`src/rtl/serial_pkg.sv`:
```
// Shared definitions for the serial transmit/receive blocks.
// Holds the receiver state encoding and the common framing constants.
package serial_pkg;

    localparam int DATA_BITS        = 8;
    localparam int DEFAULT_BAUD_DIV = 5209;

    typedef enum logic [2:0] {
        RX_IDLE,
        RX_START,
        RX_DATA,
        RX_STOP,
        RX_WAIT_IDLE
    } rx_state_t;

endpackage

```
`src/rtl/serial_sync.sv`:
```
// Multi-flop synchronizer for an asynchronous level input.
// Flops preset to 1 so an idle-high line stays idle through reset.
module serial_sync #(
    parameter int STAGES = 2
) (
    input  logic clk,
    input  logic rst_n,
    input  logic d,
    output logic q
);

    logic [STAGES-1:0] ff;

    always_ff @(posedge clk or negedge rst_n) begin
        if (!rst_n) begin
            ff <= '1;
        end else begin
            ff <= {ff[STAGES-2:0], d};
        end
    end

    assign q = ff[STAGES-1];

endmodule

```
`src/rtl/serialrx.sv`:
```
// 8N1 UART receiver: centre-sampled frames, held data byte, valid/ack handshake.
// Handshake: rx_valid stays high until a cycle with rx_ack=1 and rx_valid=1.
module serialrx
    import serial_pkg::*;
#(
    parameter int BAUD_DIV    = DEFAULT_BAUD_DIV,
    parameter int SYNC_STAGES = 2
) (
    input  logic       clk,
    input  logic       rst_n,
    input  logic       rx,
    output logic [7:0] data,
    output logic       rx_valid,
    input  logic       rx_ack,
    output logic       frame_err,
    output logic       overrun,
    output logic       busy
);

    localparam int CW = $clog2(BAUD_DIV);
    localparam logic [CW-1:0] CNT_LAST = CW'(BAUD_DIV - 1);
    localparam logic [CW-1:0] CNT_HALF = CW'(BAUD_DIV / 2 - 1);
    localparam logic [2:0]    LAST_BIT = 3'(DATA_BITS - 1);

    logic                 rx_s;
    logic                 rx_prev;
    rx_state_t            state;
    logic [CW-1:0]        cnt;
    logic [2:0]           bit_idx;
    logic [DATA_BITS-1:0] shift;

    serial_sync #(.STAGES(SYNC_STAGES)) u_sync (
        .clk   (clk),
        .rst_n (rst_n),
        .d     (rx),
        .q     (rx_s)
    );

    always_ff @(posedge clk or negedge rst_n) begin
        if (!rst_n) begin
            state     <= RX_IDLE;
            rx_prev   <= 1'b1;
            cnt       <= '0;
            bit_idx   <= '0;
            shift     <= '0;
            data      <= '0;
            rx_valid  <= 1'b0;
            frame_err <= 1'b0;
            overrun   <= 1'b0;
            busy      <= 1'b0;
        end else begin
            rx_prev   <= rx_s;
            frame_err <= 1'b0;
            overrun   <= 1'b0;
            if (rx_ack && rx_valid) begin
                rx_valid <= 1'b0;
            end
            case (state)
                RX_IDLE: begin
                    cnt <= '0;
                    if (rx_prev && !rx_s) begin
                        state <= RX_START;
                        busy  <= 1'b1;
                    end
                end
                RX_START: begin
                    // Half-bit check rejects glitches shorter than half a bit.
                    if (cnt == CNT_HALF) begin
                        cnt <= '0;
                        if (rx_s) begin
                            state <= RX_IDLE;
                            busy  <= 1'b0;
                        end else begin
                            state   <= RX_DATA;
                            bit_idx <= '0;
                        end
                    end else begin
                        cnt <= cnt + 1'b1;
                    end
                end
                RX_DATA: begin
                    if (cnt == CNT_LAST) begin
                        cnt            <= '0;
                        shift[bit_idx] <= rx_s;
                        if (bit_idx == LAST_BIT) begin
                            state <= RX_STOP;
                        end else begin
                            bit_idx <= bit_idx + 1'b1;
                        end
                    end else begin
                        cnt <= cnt + 1'b1;
                    end
                end
                RX_STOP: begin
                    if (cnt == CNT_LAST) begin
                        cnt  <= '0;
                        data <= shift;
                        if (rx_s) begin
                            // A same-cycle ack consumes the old byte, so no overrun.
                            rx_valid <= 1'b1;
                            overrun  <= rx_valid && !rx_ack;
                            state    <= RX_IDLE;
                            busy     <= 1'b0;
                        end else begin
                            frame_err <= 1'b1;
                            state     <= RX_WAIT_IDLE;
                        end
                    end else begin
                        cnt <= cnt + 1'b1;
                    end
                end
                RX_WAIT_IDLE: begin
                    if (rx_s) begin
                        state <= RX_IDLE;
                        busy  <= 1'b0;
                    end
                end
                default: begin
                    state <= RX_IDLE;
                    busy  <= 1'b0;
                end
            endcase
        end
    end

endmodule

```
`config.mk`:
```
export PLATFORM = sky130hd
export DESIGN_NAME = serialrx
export DESIGN_NICKNAME = d
export VERILOG_FILES = /design/src/rtl/serial_pkg.sv /design/src/rtl/serial_sync.sv /design/src/rtl/serialrx.sv
export SDC_FILE = /design/constraint.sdc
export NUM_CORES = 1
export LEC_CHECK = 0
export BUFFER_PORTS_ARGS = -buffer_cell sky130_fd_sc_hd__buf_2
export CORE_MARGIN = 4
export CORE_UTILIZATION = 29
export DETAILED_ROUTE_END_ITERATION = 7
export SLEW_MARGIN = 20
export SYNTH_ARGS = -nofsm -noshare
export SYNTH_HDL_FRONTEND = slang
export SYNTH_HIERARCHICAL = 1
export SYNTH_SLANG_ARGS = --single-unit
```
`constraint.sdc`:
```
create_clock -name clk -period 6.69 [get_ports clk]
set_input_delay 0.3345 -clock clk [delete_from_list [all_inputs] [get_ports clk]]
set_output_delay 0.3345 -clock clk [all_outputs]
set_load 0.1 [all_outputs]
```
==> run summary, run 1 <==
Critical R2R Launch: state[2]
Max-Cap Viols: 0
# DRC: 0
DR vias: 1618
Mapped cell area: 2180 sq um
Avg Cell Area, Syn: 10.3 sq um
Pin count of the biggest net entering global routing: 43
H-tree depth: 2
FF+latch area: 1050 sq um
Most frequent cells in the layout: dfrtp_1, nand2_1, mux2_2, buf_2, nor2_1
Io pins: 16
Final hold slack: 0.137 ns
Worst-case clock skew: 0.0144 ns
Die Y: 94.8 um
Crit path max fanout: 24
F_max: 404 MHz
Critical path type: reg2reg
Initial core utilization: 0.300
Crit start category: flop
Post-synth EDFFs: 0
Die width: 94.8 um
Min-delay worst type: in2reg
VDD IR-drop max: 0.0670 mV
Post-Syn Nets: 220
Element type at the critical path end: flop
Slew Limit Fails: 0
# rows: 31
Async S/R FF share, synth: 1.00
Nets: 232
Antenna violations before repair: 0
Remaining global-route overflow: 0
Core area: 7290 sq um
Commonest non-fill, non-tap cell in the layout: dfrtp_1
Design Area, Final: 2470 sq um
GRT Overall Usage: 0.106
Post-synth top flop: dfrtp_1
Total CTS buffers: 5
Final Instance Count excl. Fillers: 324
Multi-input logic area: 1030 sq um
Outcome: finished, final reports clean
Min Tclk post-route: 2.48 ns
DR iter-0 viols: 126
Seq cells post-synth: 42
Leakage: 1.06 nW
Critical Path Start: state[2]
Routed Antenna Nets: 0
Clk Latency, worst-skew pair: 0.31 ns
Total Wirelength: 4350 um
Cells after Synth: 212
Drt wl/cell: 13.4 um
Pre-antenna DRT Iters: 4
Placed insts: 314
Register area share after synthesis: 0.483
Root Driver: clkbuf_8
WP data arrival: 2.67 ns
Slew HR: 0.362
Pwr Density: 250 nW/um^2
Number of synthesis warnings: 6
Syn-to-layout area delta: 12.9%
Hold Crit Start: rx
Unrepaired setup endpoints after global routing: no
Global-route wire length before repair: 7550 um
Worst Tran Pin Value: 0.950 ns
Routability cong.: 0.795
Final TNS setup: 0 ns
Layout cell share with drive strength beyond 1: 0.249
Clock Pin Slew Worst Setup and Hold Paths: 0.09 ns
Unique masters post-synth: 45
CTS tree: yes
Fin. Hold Viols: 0
Antenna diodes: 0
Die area: 8990 sq um
TritonCTS Sinks: 42
Area post-placement: 2340 sq um
Setup-failing EPs final: 0
Largest buffer count on any clock path: 2
DR vias/cell: 4.99
Vias in the first global route: 1551
Layout filler cell count: 749
Post-DP HPWL: 2880 um
Port-buffer cells: 15
Required time worst endpoint: 6.88 ns
Final worst-path cycle share: 0.370
==> cell families after synthesis <==
kind of cell | after synthesis | share of synthesized area
multiplexers | 18 | 0.0928
XOR/XNOR | 2 | 0.00802
AND/OR/NAND/NOR | 83 | 0.233
flip-flops | 42 | 0.483
buffers and inverters | 26 | 0.0498
AO/OA/AOI/OAI | 37 | 0.111
adder cells (fa/ha/maj) | 4 | 0.0229
==> power by group <==
| part | switching (mW) | internal (mW) |
|---|---|---|
| sequential | 0.0444 | 0.279 |
| combinational | 0.0660 | 0.0568 |
| clock | 0.0962 | 0.0746 |
==> area by class of cell <==
cell class / instances / share of cell area
multi-input combinational: 144 / 0.416
clock buffer: 5 / 0.0279
tap: 99 / 0.0502
sequential: 42 / 0.427
clock inverter: 3 / 0.00963
timing repair buffer: 20 / 0.0517
inverter: 11 / 0.0167
==> flip-flops by register name, summed over array words and instances (netlist names) <==
register,count
cnt,13
rx_valid,1
overrun,1
frame_err,1
u_sync/ff,2
bit_idx,3
state,3
data,8
rx_prev,1
shift,8
busy,1
==> worst max-delay path, cell delays in order, from the launching register on <==
cell     delay (ns)
dfrtp_1        0.66
or3b_2         0.63
or4_4          0.48
nor4b_2        0.28
mux2_1         0.34
==> through the flow <==
stage / utilization / setup slack (ns) / power [mW]
3_3_place_gp: 0.322 / 4.26 / 0.444
3_5_place_dp: 0.322 / 4.20 / 0.449
2_1_floorplan: - / 4.40 / 0.419
5_1_grt: 0.338 / 3.98 / 0.655
6_report: 0.338 / 4.21 / 0.617
4_1_cts: 0.334 / 4.22 / 0.624
==> layer usage <==
layer / wire [um] / track usage / vias up
li1: - / - / 800
met1: 2040 / 0.137 / 776
met2: 2050 / 0.168 / 36
met3: 182 / 0.0247 / 6
met4: 82 / 0.0433 / 0
met5: 0 / 0 / -
==> cell usage after synthesis, types with 2 or more instances <==
library cell	count	area [sq um]
buf_2	2	10.0
mux2_2	17	191
clkbuf_1	8	30.0
nand2_1	19	71.3
nor2b_1	2	12.5
nand3b_1	2	15.0
inv_1	11	41.3
or3_1	4	25.0
ha_1	4	50.1
a22oi_1	3	22.5
nand4_1	4	25.0
buf_1	3	11.3
dfstp_2	3	78.8
a21oi_1	3	15.0
dfrtp_1	39	976
a22o_1	3	26.3
o21ai_0	11	55.1
a31oi_1	5	31.3
nand2b_1	2	12.5
xnor2_1	2	17.5
nor4_1	10	62.6
nor4b_1	2	17.5
o21bai_1	2	15.0
or3b_2	2	17.5
nand3_1	4	20.0
nor2_1	12	45.0
o211ai_1	6	45.0
nor4b_2	3	45.0
nand4b_1	3	26.3
and4b_1	2	20.0
nor3_1	5	25.0
==> what timing repair did <==
item                      CTS  global route
hold buffers                0             1
gates resized for setup     0             0
buffers inserted            0             0
hold endpoints to repair    0            14
==> final timing paths <==
check	end	slack, ns	depth (start not counted)
worst max-delay path	shift[2]	4.21	4
max in group asynchronous	u_sync/ff[1]	5.68	3
worst min register to register	u_sync/ff[1]	0.36	0
min in group asynchronous	cnt[4]	0.47	2
worst max register to register	shift[2]	4.21	4
worst min-delay path	u_sync/ff[0]	0.14	1
(Power assumes the default switching activity.)
==> run 2: changes to the inputs <==
--- a/config.mk
+++ b/config.mk
@@ -5,6 +5,7 @@
 export SDC_FILE = /design/constraint.sdc
 export NUM_CORES = 1
 export LEC_CHECK = 0
+export ABC_AREA = 1
 export BUFFER_PORTS_ARGS = -buffer_cell sky130_fd_sc_hd__buf_2
 export CORE_MARGIN = 4
 export CORE_UTILIZATION = 29
==> constraint.sdc (replaced) <==
create_clock -name clk -period 2.6 [get_ports clk]
set_input_delay 0.13 -clock clk [delete_from_list [all_inputs] [get_ports clk]]
set_output_delay 0.13 -clock clk [all_outputs]
set_load 0.1 [all_outputs]
==> run summary, run 2 <==
Pin count of the biggest net entering global routing: 43
Area post-placement: 2430 sq um
Slew Limit Fails: 0
Io pins: 16
Most frequent cells after synthesis: nand2_1, dfrtp_1, inv_1
DR vias/cell: 4.42
Unique masters post-synth: 29
Area share of the largest cell type after synthesis: 0.430
Post-DP HPWL: 3150 um
Port-buffer cells: 15
Top-count cell post-synth: nand2_1
Core area: 7690 sq um
Layout cell share with drive strength beyond 1: 0.185
Clk Latency, worst-skew pair: 0.30 ns
Vias in the first global route: 1646
CTS resizes: 0
WP data arrival: 2.03 ns
Final worst-path cycle share: 0.713
Register area share after synthesis: 0.464
Remaining global-route overflow: 0
Leakage: 1.16 nW
Max-Cap Viols: 0
Cells after Synth: 283
# DRC: 0
DR vias: 1784
Number of synthesis warnings: 6
Min Tclk post-route: 1.85 ns
Antenna violations before repair: 0
Total Wirelength: 4330 um
VDD IR-drop max: 0.232 mV
Final TNS setup: 0 ns
Ranking of synthesized cells by area: dfrtp_1, nand2_1, inv_1, nor2_1, dfstp_2
Antenna diodes: 0
Initial core utilization: 0.295
CTS tree: yes
GRT Overall Usage: 0.102
Async S/R FF share, synth: 1.00
Postcts setup bufs: 0
F_max: 539 MHz
Total CTS buffers: 5
Multi-input logic area: 1020 sq um
Max reg flops: 13
Mapped cell area: 2270 sq um
Crit path max fanout: 16
Failing checks: hold timing
Post-Syn Nets: 291
Seq cells post-synth: 42
TritonCTS Sinks: 42
Element type at the critical path end: flop
FF+latch area: 1050 sq um
Die Y: 96.5 um
H-tree depth: 2
Setup-failing EPs final: 0
Critical path type: reg2reg
Routed Antenna Nets: 0
Root Driver: clkbuf_8
Syn-to-layout area delta: 12.3%
Unrepaired setup endpoints after global routing: no
Fin. Hold Viols: 39
# rows: 32
Area leader, netlist: dfrtp_1
Clock Pin Slew Worst Setup and Hold Paths: 0.08 ns
Largest buffer count on any clock path: 2
Post-synth EDFFs: 0
Design Area, Final: 2550 sq um
Nets: 309
Biggest regs: cnt (13), data (8), shift (8)
Worst-case clock skew: 0.00864 ns
Outcome: finished with violations
Layout Utilization: 0.332
Min-delay worst type: in2async
DR iter-0 viols: 180
Die width: 96.5 um
Worst Tran Pin Value: 0.931 ns
Routability cong.: 0.828
Most frequent cells in the layout: nand2_1, dfrtp_1, inv_1, nor2_1
Register bank with the most flops: cnt
Avg Cell Area, Syn: 8.02 sq um
Drt wl/cell: 10.7 um
Die area: 9310 sq um
Layout filler cell count: 806
Reg2Reg Depth: 6
Pre-antenna DRT Iters: 4
Post-synth top flop: dfrtp_1
Required time worst endpoint: 2.77 ns
Pwr Density: 740 nW/um^2
Final hold slack: -0.0267 ns
Slew HR: 0.379
Crit start category: flop
Global-route wire length before repair: 7340 um
Commonest non-fill, non-tap cell in the layout: nand2_1
[run 2: cell types whose count changed after synthesis, moves of 10 or more]
cell,before,now
nor2_1,12,23
mux2_2,17,0
nand2_1,19,81
nand3_1,4,15
nor4_1,10,0
inv_1,11,33
[run 2: cell families (layout without fill, tap and decap cells)]
kind of cell             after synthesis  in the layout  share of synthesized area
flip-flops                            42             42                      0.464
buffers and inverters                 45             64                     0.0865
AND/OR/NAND/NOR                      151            151                      0.306
AO/OA/AOI/OAI                         33             33                     0.0898
adder cells (fa/ha/maj)                4              4                     0.0220
XOR/XNOR                               8              8                     0.0309
[run 2: layout make-up]
| type | instances | area share |
|---|---|---|
| Sequential cell | 42 | 0.414 |
| Multi-Input combinational cell | 196 | 0.400 |
| Inverter | 40 | 0.0589 |
| Tap cell | 102 | 0.0500 |
| Clock buffer | 5 | 0.0270 |
| Timing Repair Buffer | 16 | 0.0334 |
| Clock inverter | 3 | 0.0172 |
[run 2: where the power goes]
group	leakage, nW	switching (mW)	internal (mW)
registers	0.567	0.0735	0.715
clock network	0.0585	0.233	0.288
logic	0.535	0.419	0.158
total	1.16	0.726	1.16
[run 2: layer usage]
metal	global-route usage	part of all wire	vias up
li1	-	-	929
met5	0	0	-
met2	0.158	0.44	38
met1	0.129	0.49	808
met4	0.0479	0.024	0
met3	0.0318	0.045	9
[run 2: critical path: stages, from the launching register on]
cell and delay [ns]:
dfrtp_1 0.51, inv_2 0.24, nand2_1 0.12, nor2_2 0.15
nand4_2 0.44, nand2_1 0.21, o21ai_2 0.07
[run 2: what timing repair did]
action / 4_1_cts / 5_1_grt
hold endpoints to repair: 1 / 0
hold buffers: 1 / 0
setup endpoints to repair: 0 / 0
[run 2: per-stage QoR]
step	hold slack [ns]	setup slack [ns]	instances	total power, mW
5_1_grt	0.0516	0.556	404	2.02
6_report	-0.0267	0.746	404	1.89
3_3_place_gp	0.247	0.804	395	1.37
3_5_place_dp	0.247	0.764	395	1.38
2_1_floorplan	-0.166	1.08	283	1.27
4_1_cts	0.0106	0.729	404	1.91
[run 2: path summary, 6_finish.rpt]
kind	from	end	slack (ns)
min in group clk	rx_ack	overrun	0.10
setup reg to reg	state[2]	data[4]	0.75
max in group asynchronous	rst_n	cnt[12]	2.05
setup / recovery	state[2]	data[4]	0.75
hold / removal	rst_n	cnt[7]	-0.03
hold reg to reg	u_sync/ff[0]	u_sync/ff[1]	0.36
==> run 3: changes to the inputs <==
==> constraint.sdc (replaced) <==
create_clock -name clk -period 1.85 [get_ports clk]
set_input_delay 0.0925 -clock clk [delete_from_list [all_inputs] [get_ports clk]]
set_output_delay 0.0925 -clock clk [all_outputs]
set_load 0.1 [all_outputs]
==> run summary, run 3 (synthesized netlist as in run 2, its figures left out) <==
Outcome: finished, final reports clean
Setup-failing EPs final: 0
Core area: 7690 sq um
Post-DP HPWL: 3390 um
DR vias/cell: 4.29
Final TNS setup: 0 ns
Required time worst endpoint: 2.04 ns
Clk Latency, worst-skew pair: 0.29 ns
Reg2Reg Depth: 10
Nets: 319
Die Y: 96.5 um
Global-route wire length before repair: 7910 um
Remaining global-route overflow: 0
Leakage: 1.20 nW
TritonCTS Sinks: 42
Die area: 9310 sq um
Pre-antenna DRT Iters: 4
Sw Pwr: 1.03 mW
Initial core utilization: 0.295
Worst hold stages: 4
GRT busiest layer: met2
Clk pwr share: 0.239
Final worst-path cycle share: 0.918
Combinational share of power: 0.337
Share of power burned in registers: 0.424
Antenna violations before repair: 0
Register bank with the most flops: cnt
# rows: 32
Worst Tran Pin Value: 0.518 ns
WP data arrival: 1.89 ns
Max reg flops: 13
Fin. Hold Viols: 0
Min Tclk post-route: 1.70 ns
Routability cong.: 0.877
Drt wl/cell: 10.9 um
Crit path max fanout: 7
Critical path type: reg2reg
Port-buffer cells: 15
H-tree depth: 2
Slew HR: 0.655
Biggest regs: cnt (13), data (8), shift (8)
Net Sw Frac: 0.396
Worst-case clock skew: 0.00745 ns
Die width: 96.5 um
Antenna diodes: 0
DR iter-0 viols: 93
GRT Overall Usage: 0.108
Crit start category: flop
Syn-to-layout area delta: 16.6%
Global routing usage on met1: 0.136
GR Layer Usage met2: 0.180
Largest buffer count on any clock path: 2
Pwr Density: 979 nW/um^2
Commonest non-fill, non-tap cell in the layout: nand2_1
Most frequent cells in the layout: nand2_1, dfrtp_1, inv_1, nor2_1, buf_2
F_max: 589 MHz
Routed Antenna Nets: 0
Pin count of the biggest net entering global routing: 23
Min-delay worst type: in2reg
Design Power: 2.59 mW
Io pins: 16
Clock Pin Slew Worst Setup and Hold Paths: 0.08 ns
DR vias: 1776
Pre-CTS setup slack: 0.161 ns
Max-Cap Viols: 0
Slew Limit Fails: 0
Layout cell share with drive strength beyond 1: 0.224
Total CTS buffers: 5
Layout Utilization: 0.345
VDD IR-drop max: 0.381 mV
Element type at the critical path end: flop
Total Wirelength: 4490 um
Final hold slack: 0.0545 ns
Final worst setup slack: 0.152 ns
# DRC: 0
Pint: 1.57 mW
Root Driver: clkbuf_8
CTS tree: yes
Met3 usage: 0.0209
Vias in the first global route: 1769
run 3: cell count changes in the layout (fill, tap and decap cells not counted), sizes merged:
cell         before  now
buf              15   24
bufinv            1    0
clkbuf            5    6
clkinvlp          0    1
dlygate4sd3       1    2
inv              40   39
run 3: final timing paths:
check	startpoint	endpoint	slack, ns
max in group asynchronous	rst_n	rx_prev	0.98
min	rx_ack	overrun	0.05
max reg2reg	cnt[0]	shift[4]	0.15
min in group asynchronous	rst_n	cnt[7]	0.30
max	cnt[0]	shift[4]	0.15
min reg2reg	u_sync/ff[0]	u_sync/ff[1]	0.36
run 3: power by group through the flow:
| stage | combinational [mW] | sequential [mW] | clock (mW) |
|---|---|---|---|
| 3_5_place_dp | 0.836 | 1.12 | 0 |
| 6_report | 0.875 | 1.10 | 0.619 |
| 5_1_grt | 1.00 | 1.11 | 0.677 |
| 3_3_place_gp | 0.834 | 1.11 | 0 |
| 4_1_cts | 0.848 | 1.10 | 0.648 |
| 2_1_floorplan | 0.624 | 1.16 | 0 |
run 3: through the flow:
step | instance area, sq um | instances
finish | 2650 | 414
global route | 2650 | 414
CTS | 2610 | 412
detailed placement | 2490 | 402
global placement | 2490 | 402
floorplan | 2270 | 283
run 3: final cells by class:
class                      count  area [sq um]
multi-input combinational    196          1050
clock inverter                 2          12.5
sequential                    42          1050
clock buffer                   6          82.6
inverter                      40           150
fill                         811          5040
tap                          102           128
timing repair buffer          26           175
run 3: layer usage:
metal / up-vias / share of wire
li1: 948 / -
met1: 803 / 0.48
met2: 18 / 0.47
met3: 7 / 0.027
met4: 0 / 0.020
met5: - / 0
run 3: critical path, stage by stage (launching register included):
cell	delay (ns)
dfrtp_1	0.41
inv_1	0.11
ha_1	0.17
nand2_1	0.09
nor2_2	0.16
nand3_4	0.13
buf_4	0.17
nor3_1	0.18
nand2_1	0.07
o21ai_0	0.07
inv_1	0.05
run 3: timing repair:
action,4_1_cts,5_1_grt
hold buffers,2,0
setup buffers,0,2
hold endpoints to repair,22,0
resized for setup,0,6
endpoints found under the setup margin,0,15
